File: config.mk
export PLATFORM = sky130hd
export DESIGN_NAME = dmem_arbiter
export DESIGN_NICKNAME = d
export VERILOG_FILES = /design/src/rtl/dmem_arbiter_pkg.sv /design/src/rtl/rr_arbiter2.sv /design/src/rtl/dmem_arbiter.sv
export SDC_FILE = /design/constraint.sdc
export NUM_CORES = 1
export LEC_CHECK = 0
export ABC_AREA = 1
export BUFFER_PORTS_ARGS = -buffer_cell sky130_fd_sc_hd__buf_4
export CAP_MARGIN = 20
export CORE_MARGIN = 2
export CORE_UTILIZATION = 45
export CTS_BUF_LIST = sky130_fd_sc_hd__clkbuf_8
export DETAILED_ROUTE_END_ITERATION = 8
export PLACE_DENSITY_LB_ADDON = 0.25
export SLEW_MARGIN = 20
export SYNTH_ARGS = -nofsm -noshare
export SYNTH_HDL_FRONTEND = slang
export SYNTH_SLANG_ARGS = --single-unit
File: constraint.sdc
create_clock -name i_clk -period 1.9 [get_ports i_clk]
set_clock_uncertainty 0.1 [all_clocks]
set_input_delay 0 -clock i_clk [delete_from_list [all_inputs] [get_ports i_clk]]
set_output_delay 0 -clock i_clk [all_outputs]
set_load 0.005 [all_outputs]
File: src/rtl/dmem_arbiter_pkg.sv
// Shared definitions for the data-memory arbiter.
// State encoding and port indices used by the arbiter and its picker.
package dmem_arbiter_pkg;

   typedef enum logic [1:0] {
      S_IDLE  = 2'd0,
      S_ISSUE = 2'd1,
      S_WAIT  = 2'd2,
      S_DONE  = 2'd3
   } state_e;

   localparam logic PORT_CPU = 1'b0;
   localparam logic PORT_AUX = 1'b1;

   localparam int CNT_W = 3;

endpackage

File: src/rtl/rr_arbiter2.sv
// Two-way round-robin picker; the last-grant flag lives in the parent.
// On a tie the port that did not win last time is chosen.
module rr_arbiter2 (
   input  logic [1:0] req_i,
   input  logic       last_gnt_i,
   output logic       winner_o,
   output logic       any_o
);
   import dmem_arbiter_pkg::*;

   always_comb begin
      winner_o = PORT_CPU;
      any_o    = |req_i;
      if (req_i == 2'b11) begin
         winner_o = ~last_gnt_i;
      end else if (req_i[1]) begin
         winner_o = PORT_AUX;
      end
   end

endmodule

File: src/rtl/dmem_arbiter.sv
// Arbitrates the data-memory BRAM between the CPU port and an auxiliary
// master, running each grant through an issue/wait/respond sequence.
module dmem_arbiter #(
   parameter int XLEN         = 32,
   parameter int ADDR_WIDTH   = 11,
   parameter int READ_LATENCY = 1
) (
   input  logic                  i_clk,
   input  logic                  i_rst,
   input  logic                  i_req0,
   input  logic                  i_req1,
   input  logic                  i_we0,
   input  logic                  i_we1,
   input  logic [ADDR_WIDTH-1:0] i_addr0,
   input  logic [ADDR_WIDTH-1:0] i_addr1,
   input  logic [XLEN-1:0]       i_wdata0,
   input  logic [XLEN-1:0]       i_wdata1,
   output logic                  o_gnt0,
   output logic                  o_gnt1,
   output logic                  o_valid0,
   output logic                  o_valid1,
   output logic [XLEN-1:0]       o_rdata,
   output logic                  o_busy,
   output logic                  o_mem_en,
   output logic                  o_mem_we,
   output logic [ADDR_WIDTH-1:0] o_mem_addr,
   output logic [XLEN-1:0]       o_mem_wdata,
   input  logic [XLEN-1:0]       i_mem_q
);
   import dmem_arbiter_pkg::*;

   localparam logic [CNT_W-1:0] LAT = CNT_W'(READ_LATENCY);

   state_e                state_q, state_d;
   logic                  last_q, last_d;
   logic                  win_q, win_d;
   logic                  we_q, we_d;
   logic [ADDR_WIDTH-1:0] addr_q, addr_d;
   logic [XLEN-1:0]       wdata_q, wdata_d;
   logic [XLEN-1:0]       rdata_q, rdata_d;
   logic [CNT_W-1:0]      cnt_q, cnt_d;

   logic winner;
   logic any_req;
   logic gnt0, gnt1;

   rr_arbiter2 u_pick (
      .req_i      ({i_req1, i_req0}),
      .last_gnt_i (last_q),
      .winner_o   (winner),
      .any_o      (any_req)
   );

   always_ff @(posedge i_clk) begin
      if (i_rst) begin
         state_q <= S_IDLE;
         last_q  <= PORT_AUX;
         win_q   <= PORT_CPU;
         we_q    <= 1'b0;
         addr_q  <= '0;
         wdata_q <= '0;
         rdata_q <= '0;
         cnt_q   <= '0;
      end else begin
         state_q <= state_d;
         last_q  <= last_d;
         win_q   <= win_d;
         we_q    <= we_d;
         addr_q  <= addr_d;
         wdata_q <= wdata_d;
         rdata_q <= rdata_d;
         cnt_q   <= cnt_d;
      end
   end

   always_comb begin
      state_d  = state_q;
      last_d   = last_q;
      win_d    = win_q;
      we_d     = we_q;
      addr_d   = addr_q;
      wdata_d  = wdata_q;
      rdata_d  = rdata_q;
      cnt_d    = cnt_q;
      gnt0     = 1'b0;
      gnt1     = 1'b0;
      o_mem_en = 1'b0;
      o_mem_we = 1'b0;
      o_valid0 = 1'b0;
      o_valid1 = 1'b0;
      unique case (state_q)
         S_IDLE: begin
            if (any_req) begin
               state_d = S_ISSUE;
               last_d  = winner;
               win_d   = winner;
               we_d    = winner ? i_we1 : i_we0;
               addr_d  = winner ? i_addr1 : i_addr0;
               wdata_d = winner ? i_wdata1 : i_wdata0;
               gnt0    = (winner == PORT_CPU);
               gnt1    = (winner == PORT_AUX);
            end
         end
         S_ISSUE: begin
            o_mem_en = 1'b1;
            o_mem_we = we_q;
            cnt_d    = LAT;
            state_d  = S_WAIT;
         end
         S_WAIT: begin
            cnt_d = cnt_q - 1'b1;
            if (cnt_q == 3'd1) begin
               rdata_d = i_mem_q;
               state_d = S_DONE;
            end
         end
         S_DONE: begin
            o_valid0 = (win_q == PORT_CPU);
            o_valid1 = (win_q == PORT_AUX);
            state_d  = S_IDLE;
         end
         default: state_d = S_IDLE;
      endcase
   end

   // A grant during reset would announce a transaction that is never latched
   assign o_gnt0      = gnt0 & ~i_rst;
   assign o_gnt1      = gnt1 & ~i_rst;
   assign o_busy      = (state_q != S_IDLE);
   assign o_mem_addr  = addr_q;
   assign o_mem_wdata = wdata_q;
   assign o_rdata     = rdata_q;

endmodule

Word-level counts from Yosys, hierarchy flattened
Cells that the tools add are included.
{"block": "totals", "ff_bits": 83, "elab_cells": 46, "inputBits": 124}
{"block": "classes", "reduce_logical": 7, "bitwise": 6, "addsub": 1, "mux": 17, "n_eq_ne": 7}
{"op": "$mux W32", "n": 1}
{"op": "$mux W1", "n": 11}
{"op": "$mux W11", "n": 1}
{"op": "$pmux W2 S4", "n": 1}
{"op": "$eq A2 B2 Y1 const B", "n": 3}
{"op": "$pmux W3 S2", "n": 1}
{"op": "$reduce_and A2 Y1", "n": 3}
{"op": "$mux W2", "n": 2}
{"op": "$ne A2 B2 Y1 const B", "n": 2}
{"op": "$not A1 Y1", "n": 4}
{"op": "$reduce_bool A2 Y1", "n": 2}
{"op": "$eq A3 B1 Y1 const B", "n": 1}
{"op": "$sub A3 B1 Y3 const B", "n": 1}
{"op": "$and A1 B1 Y1", "n": 2}
{"op": "$eq A2 B1 Y1 const B", "n": 1}
{"op": "$logic_not A2 Y1", "n": 1}
{"op": "$reduce_or A2 Y1", "n": 1}

Depth between registers and ports, before layout
{"block": "depth", "ltp_word": 6, "depth_mapped": 9}

Hierarchy
Synthesis repeated with hierarchy kept, for this count alone.
{"block": "unflattened", "cells_unflattened": 484, "area_unflattened_um2": 3573.4}
{"module": "dmem_arbiter", "instances": 1, "cells_per_inst": 481, "area_each_um2": 3558.4}
{"module": "rr_arbiter2", "instances": 1, "cells_per_inst": 3, "area_each_um2": 15.0}

Worst setup path after synthesis
No wires, ideal clock.
{"block": "synth_path", "path_type": "register -> register", "start": "register state_q[0]", "end": "register we_q", "path_buffers": 1, "synth_period_minus_slack_ps": 1459, "required_ps": 1683, "path_slack_ps": 441, "arrival_time_ps": 1242, "stages_incl_launch_ff": 9, "path_cell_list": "dfxtp_1 -> inv_1 -> ha_1 -> inv_2 -> nor2_4 -> buf_2 -> nand2_1 -> a21oi_1 -> nor2_1"}
{"block": "synth_via", "elab_chain_len": 2}
{"item": "start, declared", "line": "dmem_arbiter.sv:34", "rtl": "state_e state_q, state_d;"}
{"item": "start signal, assigned", "line": "dmem_arbiter.sv:65", "rtl": "state_q <= state_d;"}
{"item": "$logic_not A2 Y1", "line": "dmem_arbiter.sv:91", "rtl": "unique case (state_q)"}
{"item": "$reduce_and A2 Y1 (no line)"}
{"item": "end signal, assigned", "line": "dmem_arbiter.sv:68", "rtl": "we_q <= we_d;"}
{"item": "end, declared", "line": "dmem_arbiter.sv:37", "rtl": "logic we_q, we_d;"}
No other way between the ends.
A chain may end at the register's enable or synchronous reset.

Worst setup path after layout
{"block": "layout_path", "start": "register state_q[0]", "end": "output port o_gnt0"}
{"block": "layout_via", "elab_chain_len": 3}
{"item": "$logic_not A2 Y1", "line": "dmem_arbiter.sv:91"}
{"item": "$mux W1", "line": "dmem_arbiter.sv:91"}
{"item": "$and A1 B1 Y1", "line": "dmem_arbiter.sv:127", "rtl": "assign o_gnt0 = gnt0 & ~i_rst;"}
{"item": "end, declared", "line": "dmem_arbiter.sv:18", "rtl": "output logic o_gnt0,"}
No other way between the ends.

==> impl_metrics.env <==
export IMPL_outcome="finished, final reports clean"
export IMPL_row_count=32
export IMPL_synth_most_common_cell="nand2_1"
export IMPL_cellPowerDensity_nw_per_um2=1040
export IMPL_first_pass_iters=7
export IMPL_synth_nets=625
export IMPL_drv_slew=0
export IMPL_hold_viol=0
export IMPL_synth_cells=494
export IMPL_area_delta_synth_final_pct=85.6
export IMPL_layout_drive_gt1_share_pct=29.6
export IMPL_p_sw_w=0.00256
export IMPL_grt_remaining_overflow=0
export IMPL_clkSlewWorstSetupHoldPaths_ns=0.09
export IMPL_synthArstFlopShare_pct=0
export IMPL_synth_common_cells="nand2_1, dfxtp_1, a21oi_1"
export IMPL_critPathLaunchType="flop"
export IMPL_fin_cells=917
export IMPL_max_clock_freq_mhz=548
export IMPL_antenna_found_initial=1
export IMPL_nets=940
export IMPL_port_buffers=205
export IMPL_vias_per_cell=5.34
export IMPL_synth_avg_cell_area_um2=7.16
export IMPL_p_int_w=0.00425
export IMPL_r2r_slack_ns=0.08
export IMPL_hp_start="i_req0"
export IMPL_min_to="win_q$_SDFFE_PP0P_"
export IMPL_place_inst=777
export IMPL_ys_flop_type="dfxtp_1"
export IMPL_grt_max_degree=66
export IMPL_wire_per_inst_um=16.5
export IMPL_maxCapViolations=0
export IMPL_synth_cell_types=23
export IMPL_required_ns=1.80
export IMPL_worst_setup_path_end_kind="output port"
export IMPL_worst_r2r_startpoint="state_q[0]$_SDFFE_PP0P_"
export IMPL_clock_latency_ns=0.34
export IMPL_num_io_pins=206
export IMPL_grt_pass1_wl_um=23200
export IMPL_yosysWarningCount=0
export IMPL_cts_tree="built"
export IMPL_cts_buffer_depth=2
export IMPL_clkPwrFrac_pct=19.8
export IMPL_total_power_w=0.00681
export IMPL_min_period_over_period_pct=96.0
export IMPL_netlist_area_leader_share_pct=47.0
export IMPL_die_h_um=92.6
export IMPL_route_detailed_drc=0
export IMPL_tightest_slew_ns=0.692
export IMPL_core_area_um2=7690
export IMPL_htree_levels=3
export IMPL_rr_worst_depth=8
export IMPL_grt_pass1_vias=4794
export IMPL_p_seq_share_pct=35.3
export IMPL_route_vias_total=4893
export IMPL_totalWireLength_um=15200
export IMPL_slew_headroom_pct=53.8
export IMPL_yosys_area_top_type="dfxtp_1"
export IMPL_cts_root_buf="clkbuf_8"
export IMPL_nFillCells=409
export IMPL_dp_hpwl_um=7550
export IMPL_comb_power_share_pct=44.9
export IMPL_cts_made_buffers=9
export IMPL_sw_frac_of_total_pct=37.6
export IMPL_hold_depth=4
export IMPL_post_route_min_period_ns=1.82
export IMPL_die_w_um=92.6
export IMPL_synth_edf_count=0
export IMPL_initial_core_util_pct=46.0
export IMPL_place_congestion=0.781
export IMPL_critical_path_arrival_ns=1.72
export IMPL_finalSetupViolCount=0
export IMPL_r2r_end="o_mem_addr[3]$_SDFFE_PP0P_"
export IMPL_syn_cell_area_um2=3540
export IMPL_fp_dieArea_um2=8580
export IMPL_vdd_drop_max_mv=0.799
export IMPL_drt_first_iter_violations=241
export IMPL_crit_fanout=5
export IMPL_leakagePower_nw=3.10
export IMPL_synth_seq_cells=83
export IMPL_cts_sinks=83
export IMPL_min_path_type="input port to flop"
export IMPL_grt_use_total_pct=34.0
export IMPL_yosysSeqAreaShare_pct=47.0
export IMPL_yosys_top_cells_area="dfxtp_1, nand2_1, a21oi_1"
export IMPL_crit_type="flop to output port"
export IMPL_ant_nets=0
[critical path, stage by stage, from the launching register on]
cell,delay [ns]
dfxtp_1,0.34
inv_1,0.13
ha_1,0.27
inv_2,0.08
nor2_4,0.15
nand2_1,0.10
nor2_4,0.17
buf_4,0.15
[sequential cells by signal (all words and copies together) (netlist names)]
signal       cells
o_mem_wdata     32
win_q            1
o_rdata         32
we_q             1
o_mem_addr      11
state_q          2
last_q           1
cnt_q            3
[layer usage]
layer | track usage (%) | routed length, um | vias up
met5 | 0 | 0 | -
met4 | 17.4 | 760 | 0
li1 | - | - | 2239
met3 | 9.28 | 1430 | 70
met1 | 37.8 | 5540 | 2250
met2 | 59.2 | 7440 | 334
[metrics by stage]
stage	setup TNS, ns	hold slack (ns)	setup WS (ns)	instance area [um2]	utilization [%]
finish	0	0.00560	0.0752	6560	85.4
floorplan	0	0.0102	0.441	3540	-
CTS	0	0.0237	0.00363	6540	85.1
global placement	0	0.0933	0.262	5110	66.5
global route	-0.120	0.0368	-0.0462	6560	85.4
detailed placement	0	0.0999	0.194	5110	66.5
[what timing repair did]
action	4_1_cts	5_1_grt
endpoints found under the setup margin	1	2
hold buffers	121	0
pin swaps	0	1
gates resized for setup	1	1
hold endpoints to repair	78	0
setup buffers	0	2
[final cells by class]
class                   count  area, um2  area share [%]
flip-flops and latches     83       1660            25.3
repair buffers            338       2850            43.5
clock buffers              12        165            2.52
clock inverters             4       47.5           0.724
diodes                      1       2.50          0.0381
multi-input cells         362       1650            25.1
inverters                  15       56.3           0.858
well taps                 102        128            1.94
[kinds of logic after synthesis]
group	share of synthesized area [%]
flip-flops	47.0
buffers and inverters	6.65
adder cells (fa/ha/maj)	2.48
AND/OR/NAND/NOR	27.9
AO/OA/AOI/OAI	16.0
[worst max-delay path by stage]
stage,startpoint,end,slack [ns],cells past startpoint
after floorplan,state_q[0]$_SDFFE_PP0P_,we_q$_SDFFE_PP0P_,0.44,8
after global placement,state_q[0]$_SDFFE_PP0P_,o_mem_addr[3]$_SDFFE_PP0P_,0.26,8
after detailed placement,state_q[0]$_SDFFE_PP0P_,o_mem_addr[9]$_SDFFE_PP0P_,0.19,8
after CTS,state_q[0]$_SDFFE_PP0P_,o_gnt0,0.004,7
after global routing,state_q[0]$_SDFFE_PP0P_,o_mem_addr[3]$_SDFFE_PP0P_,-0.05,8
final,state_q[0]$_SDFFE_PP0P_,o_gnt0,0.08,7
[power groups by stage]
stage,combinational [W],clock (W),sequential [W]
2_1_floorplan,0.00146,0,0.00241
3_3_place_gp,0.00256,0,0.00239
3_5_place_dp,0.00263,0,0.00240
4_1_cts,0.00285,0.00136,0.00237
5_1_grt,0.00332,0.00143,0.00244
6_report,0.00306,0.00135,0.00241
[cells in the final DEF, fill, tap and decap left out]
cell           instances
nand4_1                1
o21ai_1                1
bufinv_16              1
inv_1                 13
clkbuf_8              12
buf_4                216
a211oi_1               1
a21oi_1               76
dlygate4sd3_1        121
nor2_2                 1
a31oi_1                1
nand3b_1               1
nand2_2                2
ha_1                   7
nand3_1               39
diode_2                1
buf_12                 1
nand3_2                1
clkinv_2               1
dfxtp_1               83
nor3_1                 1
nor2_4                 2
o21ai_0               33
inv_6                  1
nand2_1              153
inv_2                  3
nor2_1                42
Note: power is estimated with default switching activity, not from simulation.
